$ cat config.mk
export PLATFORM = sky130hd
export DESIGN_NAME = spi_cfg_master
export DESIGN_NICKNAME = d
export VERILOG_FILES = /design/src/rtl/spi_cfg_master.sv
export SDC_FILE = /design/constraint.sdc
export NUM_CORES = 1
export LEC_CHECK = 0
export ABC_AREA = 1
export CAP_MARGIN = 20
export CORE_UTILIZATION = 54
export CTS_CLUSTER_SIZE = 30
export DETAILED_ROUTE_END_ITERATION = 7
export PLACE_DENSITY = 0.87
export SETUP_SLACK_MARGIN = 0.1
export SLEW_MARGIN = 20
export SYNTH_ARGS = -nofsm -noshare
export SYNTH_HDL_FRONTEND = slang
export SYNTH_SLANG_ARGS = --single-unit
$ cat constraint.sdc
create_clock -name sclk -period 1.5 [get_ports sclk]
set_input_delay 0.15 -clock sclk [delete_from_list [all_inputs] [get_ports sclk]]
set_output_delay 0.15 -clock sclk [all_outputs]
set_load 0.02 [all_outputs]
$ cat src/rtl/spi_cfg_master.sv
// SPI master for the daisy-chained configuration shift registers.
// Shifts wdata out MSB-first, loads cfg on cs_b rise, returns the shifted-out bits.
module spi_cfg_master #(
   parameter int NBYTES = 1,
   parameter int DIV    = 2,
   parameter int CS_GAP = 2
) (
   input  logic                  sclk,
   input  logic                  rst,
   input  logic                  start,
   input  logic [8*NBYTES-1:0]   wdata,
   output logic                  busy,
   output logic                  done,
   output logic [8*NBYTES-1:0]   rdata,
   output logic                  spi_sck,
   output logic                  spi_sdi,
   output logic                  spi_cs_b,
   input  logic                  spi_sdo
);

   localparam int NBITS = 8 * NBYTES;
   localparam int BW    = $clog2(NBITS + 1);
   localparam int CMAX  = (DIV > CS_GAP) ? DIV : CS_GAP;
   localparam int CW    = $clog2(CMAX + 1);

   localparam logic [2:0] IDLE     = 3'd0;
   localparam logic [2:0] SETUP    = 3'd1;
   localparam logic [2:0] SHIFT_HI = 3'd2;
   localparam logic [2:0] SHIFT_LO = 3'd3;
   localparam logic [2:0] GAP      = 3'd4;

   logic [2:0]       state;
   logic [NBITS-1:0] tx;
   logic [NBITS-1:0] rx;
   logic [BW-1:0]    bitcnt;
   logic [CW-1:0]    divcnt;
   logic             div_end;
   logic             gap_end;
   logic             last_bit;

   assign div_end  = (divcnt == CW'(DIV - 1));
   assign gap_end  = (divcnt == CW'(CS_GAP - 1));
   assign last_bit = (bitcnt == BW'(NBITS - 1));

   always_ff @(posedge sclk or posedge rst) begin
      if (rst) begin
         state    <= IDLE;
         tx       <= '0;
         rx       <= '0;
         bitcnt   <= '0;
         divcnt   <= '0;
         busy     <= 1'b0;
         done     <= 1'b0;
         rdata    <= '0;
         spi_sck  <= 1'b0;
         spi_sdi  <= 1'b0;
         spi_cs_b <= 1'b1;
      end else begin
         done <= 1'b0;
         unique case (state)
            IDLE: begin
               if (start) begin
                  tx       <= wdata;
                  rx       <= '0;
                  bitcnt   <= '0;
                  divcnt   <= '0;
                  busy     <= 1'b1;
                  spi_cs_b <= 1'b0;
                  spi_sdi  <= wdata[NBITS-1];
                  state    <= SETUP;
               end
            end
            SETUP: begin
               if (div_end) begin
                  divcnt  <= '0;
                  spi_sck <= 1'b1;
                  rx      <= {rx[NBITS-2:0], spi_sdo};
                  state   <= SHIFT_HI;
               end else begin
                  divcnt <= divcnt + 1'b1;
               end
            end
            SHIFT_HI: begin
               if (div_end) begin
                  divcnt  <= '0;
                  spi_sck <= 1'b0;
                  bitcnt  <= bitcnt + 1'b1;
                  state   <= SHIFT_LO;
                  if (!last_bit) begin
                     tx      <= {tx[NBITS-2:0], 1'b0};
                     spi_sdi <= tx[NBITS-2];
                  end
               end else begin
                  divcnt <= divcnt + 1'b1;
               end
            end
            SHIFT_LO: begin
               if (div_end) begin
                  divcnt <= '0;
                  // after the final bit this low half is the cs_b hold time
                  if (bitcnt == BW'(NBITS)) begin
                     spi_cs_b <= 1'b1;
                     spi_sdi  <= 1'b0;
                     rdata    <= rx;
                     state    <= GAP;
                  end else begin
                     spi_sck <= 1'b1;
                     rx      <= {rx[NBITS-2:0], spi_sdo};
                     state   <= SHIFT_HI;
                  end
               end else begin
                  divcnt <= divcnt + 1'b1;
               end
            end
            GAP: begin
               if (gap_end) begin
                  divcnt <= '0;
                  busy   <= 1'b0;
                  done   <= 1'b1;
                  state  <= IDLE;
               end else begin
                  divcnt <= divcnt + 1'b1;
               end
            end
            default: state <= IDLE;
         endcase
      end
   end

endmodule

Yosys cells after proc, flatten, opt, wreduce, memory -nomap -nowiden
Cells that the tools add are included.
- $add $sub $neg: 2
- $mul: 0
- div/mod/pow operators: 0
- order comparisons: 0
- equality and inequality tests: 15
- shifts and indexed selects: 0
- muxes and demuxes: 41
- bitwise operators: 0
- reductions and logical operators: 19
- operator list (cell ; number):
    $mux 8 ; 4
    $pmux 8 s3 ; 1
    $mux 7 ; 3
    $mux 3 ; 6
    $ne 2x2->1 const B ; 8
    $mux 1 ; 15
    $pmux 3 s5 ; 1
    $reduce_and 5->1 ; 3
    $pmux 7 s2 ; 1
    $reduce_and 3->1 ; 3
    $reduce_bool 3->1 ; 3
    $mux 4 ; 2
    $pmux 4 s2 ; 1
    $reduce_and 4->1 ; 2
    $reduce_bool 2->1 ; 4
    $eq 3x2->1 const B ; 2
    $pmux 1 s3 ; 2
    $reduce_and 6->1 ; 1
    $add 4x1->4 const B ; 1
    $eq 4x3->1 const B ; 1
    $eq 4x4->1 const B ; 1
    $mux 2 ; 2
    $pmux 1 s2 ; 2
    $pmux 2 s2 ; 1
    7 further kinds ; 7
- register bits after elaboration: 37
- latch bits: 0
- RAM bits: 0
- ROM bits: 0
- input bits: 12
- output and inout port bits: 13
- word-level logic and storage cells: 88
- memories kept: 0

Longest topological paths before layout
Gate-level depths: netlist of run 1.
- depth after elaboration: 4
- gate-level depth with buffers: 10
- gate-level depth less buffers: 10

Worst setup path after synthesis of run 1
OpenSTA, ideal clock, no wires.
- path kind: register to register
- start: register bitcnt[0]
- end: register rdata[2]
- arrival: 1.254 ns
- required time: 1.383 ns
- path slack: 0.128 ns
- stages on the path, launching flop included: 11
- path buffers: 1
- period minus slack after synthesis: 1.372 ns
- path through: dfrtp_1 inv_1 ha_1 nand2_1 nor2_1 nand2_2 inv_2 nand2_4 buf_6 nand2_2 o21ai_2
- cells in the longest elaborated chain, start to end: 2
- RTL lines (element ; line ; text):
    start: declaration ; 35 ; logic [BW-1:0] bitcnt;
    start signal: assignment ; 87 ; bitcnt <= bitcnt + 1'b1;
    $eq 4x4->1 ; 101 ; if (bitcnt == BW'(NBITS)) begin
    $reduce_and 3->1 (no source line) ; n/a ;
    end signal: assignment ; 104 ; rdata <= rx;
    end: declaration ; 14 ; output logic [8*NBYTES-1:0] rdata,
Every way passes these cells.
A chain may end at the register's enable or synchronous reset.

Worst setup path after layout of run 1
- start: register state[1]
- end: register rx[7]
- cells in the longest elaborated chain, start to end: 3
- elaborated cells on any way between the ends: 10
- classes of those cells: 6 x eq/ne; 1 x mux; 3 x reduce/logical
- RTL lines (element ; line ; text):
    start: declaration ; 32 ; logic [2:0] state;
    start signal: assignment ; 47 ; state <= IDLE;
    start signal: assignment ; 70 ; state <= SETUP;
    start signal: assignment ; 78 ; state <= SHIFT_HI;
    $eq 3x2->1 (tied with other cells) ; 60 ; unique case (state)
    $ne 2x2->1 (no source line) or $reduce_bool 3->1 (tied branches) ; n/a ;
    $reduce_and 5->1 (no source line) ; n/a ;
    end signal: assignment ; 77 ; rx <= {rx[NBITS-2:0], spi_sdo};
    end signal: assignment ; 108 ; rx <= {rx[NBITS-2:0], spi_sdo};
    end: declaration ; 34 ; logic [NBITS-1:0] rx;
Parallel ways exist; a longest one is shown, timed or not.

==> flow_summary.json, run 1 <==
{
  "overflow": 0,
  "fmax_ghz": 0.714,
  "htreeDepth": 2,
  "hold_viol": 0,
  "wire_per_inst_um": 13.0,
  "yosysWarnings": 0,
  "r2r-end": "rx[7]",
  "grt_max_degree": 38,
  "clk_pin_slew_ns": 0.11,
  "hold_buffers": 0,
  "dieWidth_um": 61.3,
  "die_h_um": 61.3,
  "syn_to_final_growth_pct": 31.6,
  "use_met1_pct": 32.8,
  "clk_latency_ns": 0.34,
  "cts_tree": "built",
  "synth_area_leaders": "dfrtp_1 (47%), nand2_1 (19%), inv_1 (4.6%)",
  "dp.cells": 315,
  "grt_pass1_vias": 1367,
  "top_usage_layer": "met2",
  "slowest_stage": "dfrtp_2",
  "cts_sinks": 37,
  "grt_antenna_before_repair": 0,
  "leakagePower_uw": 0.00132,
  "nets": 300,
  "hold_class": "primary input to async pin",
  "max_stage_delay_ns": 0.50,
  "dpl.hpwl_um": 2530,
  "fin_worst_skew_ns": 0.00943,
  "rsz0062_at_grt": "yes",
  "layout_commonest_cell": "nand2_1",
  "grt_use_met3_pct": 6.30,
  "vias": 1719,
  "viasPerCell": 5.16,
  "antennaDiodeCount": 0,
  "cp_data_required_time_ns": 1.73,
  "route.detailed.drc": 0,
  "cp_cell_sequence": "nand2_1, nor2_4, nand2_2, nand2_2, nor2_2, nand2_4, nand2_2, nand2_1",
  "ir_worst_vdd_v": 0.000967,
  "ioPinCount": 25,
  "netlist_instances": 243,
  "drv_cap": 0,
  "initial_utilization_pct": 56.4,
  "end_kind": "flip-flop",
  "drive_above_1_share_pct": 28.6,
  "dieArea_um2": 3750,
  "fin_crit_sh_pct": 93.4,
  "synth_fp_nets": 257,
  "clk_path_buf_depth": 2,
  "synth.distinct_cells": 23,
  "ff2ff_path_depth": 8,
  "io_buffers": 24,
  "yosysTopAreaCellShare_pct": 47.5,
  "syn_area_per_cell_um2": 7.81,
  "gp_congestion": 0.867,
  "rows": 21,
  "power.density_nw_per_um2": 1750,
  "grt_first_pass_wirelength_um": 6150,
  "setup_viol": 0,
  "postRouteAntennaNets": 0,
  "synth_seq_cells": 37,
  "r2r-start": "state[1]",
  "totalWireLength_um": 4340,
  "fillCellCount": 261,
  "cp.arrival_ns": 1.63,
  "dr.pass1.iters": 5,
  "start_kind": "flip-flop",
  "gr-usage-met2_pct": 33.9,
  "synth_top_area_cell": "dfrtp_1",
  "grt_util_all_layers_pct": 22.8,
  "core_region_area_um2": 3360,
  "fin_cells": 333,
  "drt-initial-drc-count": 222,
  "syn_area_um2": 1900,
  "synth_seq_area_share_pct": 48.9,
  "status": "finished clean",
  "worst-slew-pin-transition_ns": 0.218,
  "critPathKind": "flip-flop to flip-flop",
  "final_cell_mix": "nand2_1 (87), dfrtp_1 (32), nor2_1 (19)",
  "rrSetupSlack_ns": 0.1,
  "crit_path_frequent_cell": "nand2_2",
  "finalWorstPathRequiredPeriod_ns": 1.40,
  "slew_violations": 0,
  "slew-limit-headroom_pct": 85.4,
  "cp_max_fo": 8,
  "numCtsBuffers": 5,
  "cts_root_buffer": "clkbuf_4",
  "fin_tns_setup_ns": 0
}
## worst max path at each step
stage | startpoint | to | slack (ns) | cells past startpoint
2_1_floorplan | bitcnt[0] | rdata[2] | 0.13 | 10
3_3_place_gp | start | rx[2] | 0.08 | 8
3_5_place_dp | bitcnt[0] | rdata[0] | 0.003 | 9
4_1_cts | divcnt[1] | bitcnt[3] | 0.05 | 8
5_1_grt | state[1] | rx[6] | 0.05 | 7
6_report | state[1] | rx[7] | 0.1 | 8
## synth_stat cells (all sizes together)
library cell / instances
nand2: 110
dfrtp: 36
inv: 28
nor2: 26
nand3: 16
o21ai: 15
buf: 4
a21oi: 3
ha: 2
dfstp: 1
nand4: 1
xor2: 1
## final cells by class
| type | instances | area, µm² | share of cell area, % |
|---|---|---|---|
| Tap cell | 46 | 57.6 | 2.31 |
| Multi-Input combinational cell | 176 | 957 | 38.3 |
| Sequential cell | 37 | 932 | 37.3 |
| Clock inverter | 1 | 30.0 | 1.20 |
| Inverter | 28 | 118 | 4.71 |
| Timing Repair Buffer | 38 | 347 | 13.9 |
| Clock buffer | 7 | 55.1 | 2.21 |
## worst max-delay path, delay by kind of cell (launching register included)
family	cells	cell delay (ns)
flip-flops	1	0.50
AND/OR/NAND/NOR	8	0.78
## power by group
| part | leakage, µW | internal [µW] | switching [µW] |
|---|---|---|---|
| sequential | 0.000481 | 1250 | 189 |
| combinational | 0.000795 | 794 | 1420 |
| clock | 0.0000455 | 398 | 315 |
## logic make-up (layout without fill, tap and decap cells)
family	Yosys count	in the layout	share of synthesized area [%]
AO/OA/AOI/OAI	18	18	6.33
XOR/XNOR	1	1	0.462
adder cells (fa/ha/maj)	2	2	1.32
buffers and inverters	32	74	7.85
flip-flops	37	37	48.9
AND/OR/NAND/NOR	153	155	35.2
## sequential cells by signal, summed over array words and instances (netlist names)
signal / cells
bitcnt: 4
busy: 1
divcnt: 2
done: 1
rdata: 8
rx: 8
spi_cs_b: 1
spi_sck: 1
spi_sdi: 1
state: 3
tx: 7
## through the flow
step	util, %	hold slack [ns]	instance area [µm²]	worst slack [ns]	total power [µW]
floorplan	-	0.288	1900	0.128	2740
detailed placement	65.7	0.460	2210	0.00289	3160
global placement	65.7	0.453	2210	0.0760	3100
global route	74.2	0.156	2500	0.0527	4690
CTS	69.3	0.143	2330	0.0483	3960
finish	74.2	0.144	2500	0.0993	4370
## routing by layer
metal	vias to the layer above	part of all wire, %
met3	10	5.7
li1	834	-
met4	0	2.0
met2	70	49
met1	805	43
met5	-	0
## timing repair
| item | 4_1_cts | 5_1_grt |
|---|---|---|
| endpoints found under the setup margin | 29 | 34 |
| setup buffers | 3 | 5 |
| gates resized for setup | 22 | 36 |
| pin swaps | 4 | 14 |
| cloned | 0 | 2 |
No activity file was read; power rests on OpenSTA's default activity.
==> run 2: changes to the inputs <==
Settings changed: CORE_MARGIN from default to 4.
==> flow_summary.json, run 2 (synthesis results as in run 1) <==
{
  "status": "finished clean",
  "wire_per_inst_um": 13.3,
  "ff2ff_path_depth": 8,
  "drive_above_1_share_pct": 29.4,
  "r2r-end": "rx[2]",
  "ioPinCount": 25,
  "drt-initial-drc-count": 144,
  "start_kind": "flip-flop",
  "cp_data_required_time_ns": 1.73,
  "rows": 21,
  "grt_util_all_layers_pct": 18.7,
  "setup_viol": 0,
  "worst-slew-pin-transition_ns": 0.228,
  "io_buffers": 24,
  "ir_worst_vdd_v": 0.00128,
  "fin_crit_sh_pct": 94.3,
  "fmax_ghz": 0.707,
  "cts_sinks": 37,
  "clk_pin_slew_ns": 0.11,
  "grt_antenna_before_repair": 0,
  "viasPerCell": 5.15,
  "postRouteAntennaNets": 0,
  "layout_commonest_cell": "nand2_1",
  "hold_buffers": 0,
  "nets": 299,
  "cts_root_buffer": "clkbuf_4",
  "setup_ws_ns": 0.0861,
  "antennaDiodeCount": 0,
  "dr.pass1.iters": 4,
  "critPathKind": "flip-flop to flip-flop",
  "dieWidth_um": 67.3,
  "final_cell_mix": "nand2_1 (85), dfrtp_1 (33), inv_1 (18), nor2_1 (18), nand2_2 (17)",
  "htreeDepth": 2,
  "power.density_nw_per_um2": 1730,
  "rsz0062_at_grt": "yes",
  "cp_max_fo": 8,
  "hold_class": "primary input to async pin",
  "dpl.hpwl_um": 2620,
  "r2r-start": "state[0]",
  "cts_tree": "built",
  "slew_violations": 0,
  "critPathCapture": "rx[2]",
  "grt_max_degree": 38,
  "finalWorstPathRequiredPeriod_ns": 1.41,
  "clk_latency_ns": 0.34,
  "grt_pass1_vias": 1464,
  "vias": 1710,
  "gp_congestion": 0.891,
  "hold_viol": 0,
  "syn_to_final_growth_pct": 31.3,
  "crit_path_start": "state[0]",
  "end_kind": "flip-flop",
  "fin_tns_setup_ns": 0,
  "numCtsBuffers": 5,
  "rrSetupSlack_ns": 0.09,
  "slew-limit-headroom_pct": 84.7,
  "overflow": 0,
  "largestRegisters": "rdata (8), rx (8), tx (7)",
  "cp.arrival_ns": 1.65,
  "route.detailed.drc": 0,
  "initial_utilization_pct": 56.4,
  "clk_path_buf_depth": 2,
  "totalWireLength_um": 4410,
  "fin_worst_skew_ns": 0.0115,
  "grt_first_pass_wirelength_um": 6380,
  "drv_cap": 0,
  "dieArea_um2": 4520,
  "core_region_area_um2": 3360,
  "die_h_um": 67.3,
  "leakagePower_uw": 0.00132,
  "pre_cts_slack_ns": -0.00196
}
## run 2: changes by cell type in the layout (fill, tap and decap cells not counted), sizes merged
cell    before  now
clkinv       0    1
buf         14   13
bufinv       1    0
## run 2: worst min-delay path by stage
stage	to	slack, ns	cells past startpoint
after floorplan	busy	0.29	2
after global placement	spi_sdi	0.45	2
after detailed placement	rx[5]	0.46	2
after CTS	busy	0.16	3
after global routing	divcnt[0]	0.18	3
final	rdata[0]	0.15	3
## run 2: layout make-up
class	instances	area, µm²
Clock buffer	7	65.1
Multi-Input combinational cell	176	977
Timing Repair Buffer	37	335
Fill cell	243	872
Inverter	28	120
Clock inverter	1	5.00
Tap cell	46	57.6
Sequential cell	37	931
## run 2: critical path, cell delays in order, from the launching register on
cell and delay, ns:
dfrtp_2 0.46, nor2_4 0.19, nand2_2 0.12, nand2_2 0.09, inv_1 0.07, nor2_4 0.16
nand2_8 0.09, nand2_1 0.07, nand2_1 0.05
## run 2: timing repair
item,CTS,global route
buffers inserted,2,5
hold endpoints to repair,0,0
gates resized for setup,20,42
setup endpoints to repair,30,35
gates cloned,0,2
pin swaps,2,24
## run 2: metrics by stage
stage	total power (µW)	std cells	hold slack, ns	cell area (µm²)	util (%)
2_1_floorplan	2740	243	0.288	1900	-
3_3_place_gp	3120	315	0.453	2210	65.7
3_5_place_dp	3170	315	0.458	2210	65.7
4_1_cts	3810	325	0.161	2300	68.5
5_1_grt	4650	332	0.180	2490	74.1
6_report	4310	332	0.154	2490	74.1
## run 2: per-layer routing
layer / track usage (%) / part of all wire, %
met1: 24.9 / 41
met2: 29.4 / 51
met5: 0 / 0
met3: 4.16 / 5.9
met4: 7.85 / 1.3
## run 2: power by group
group,total (µW),internal [µW],switching [µW]
clock network,597,272,325
registers,1430,1250,179
logic,2280,813,1470
==> run 3: changes to the inputs <==
Settings changed: SLEW_MARGIN 20 to default.
==> results of run 3 <==
The final DEF is identical to that of run 2; final timing and power are the same.
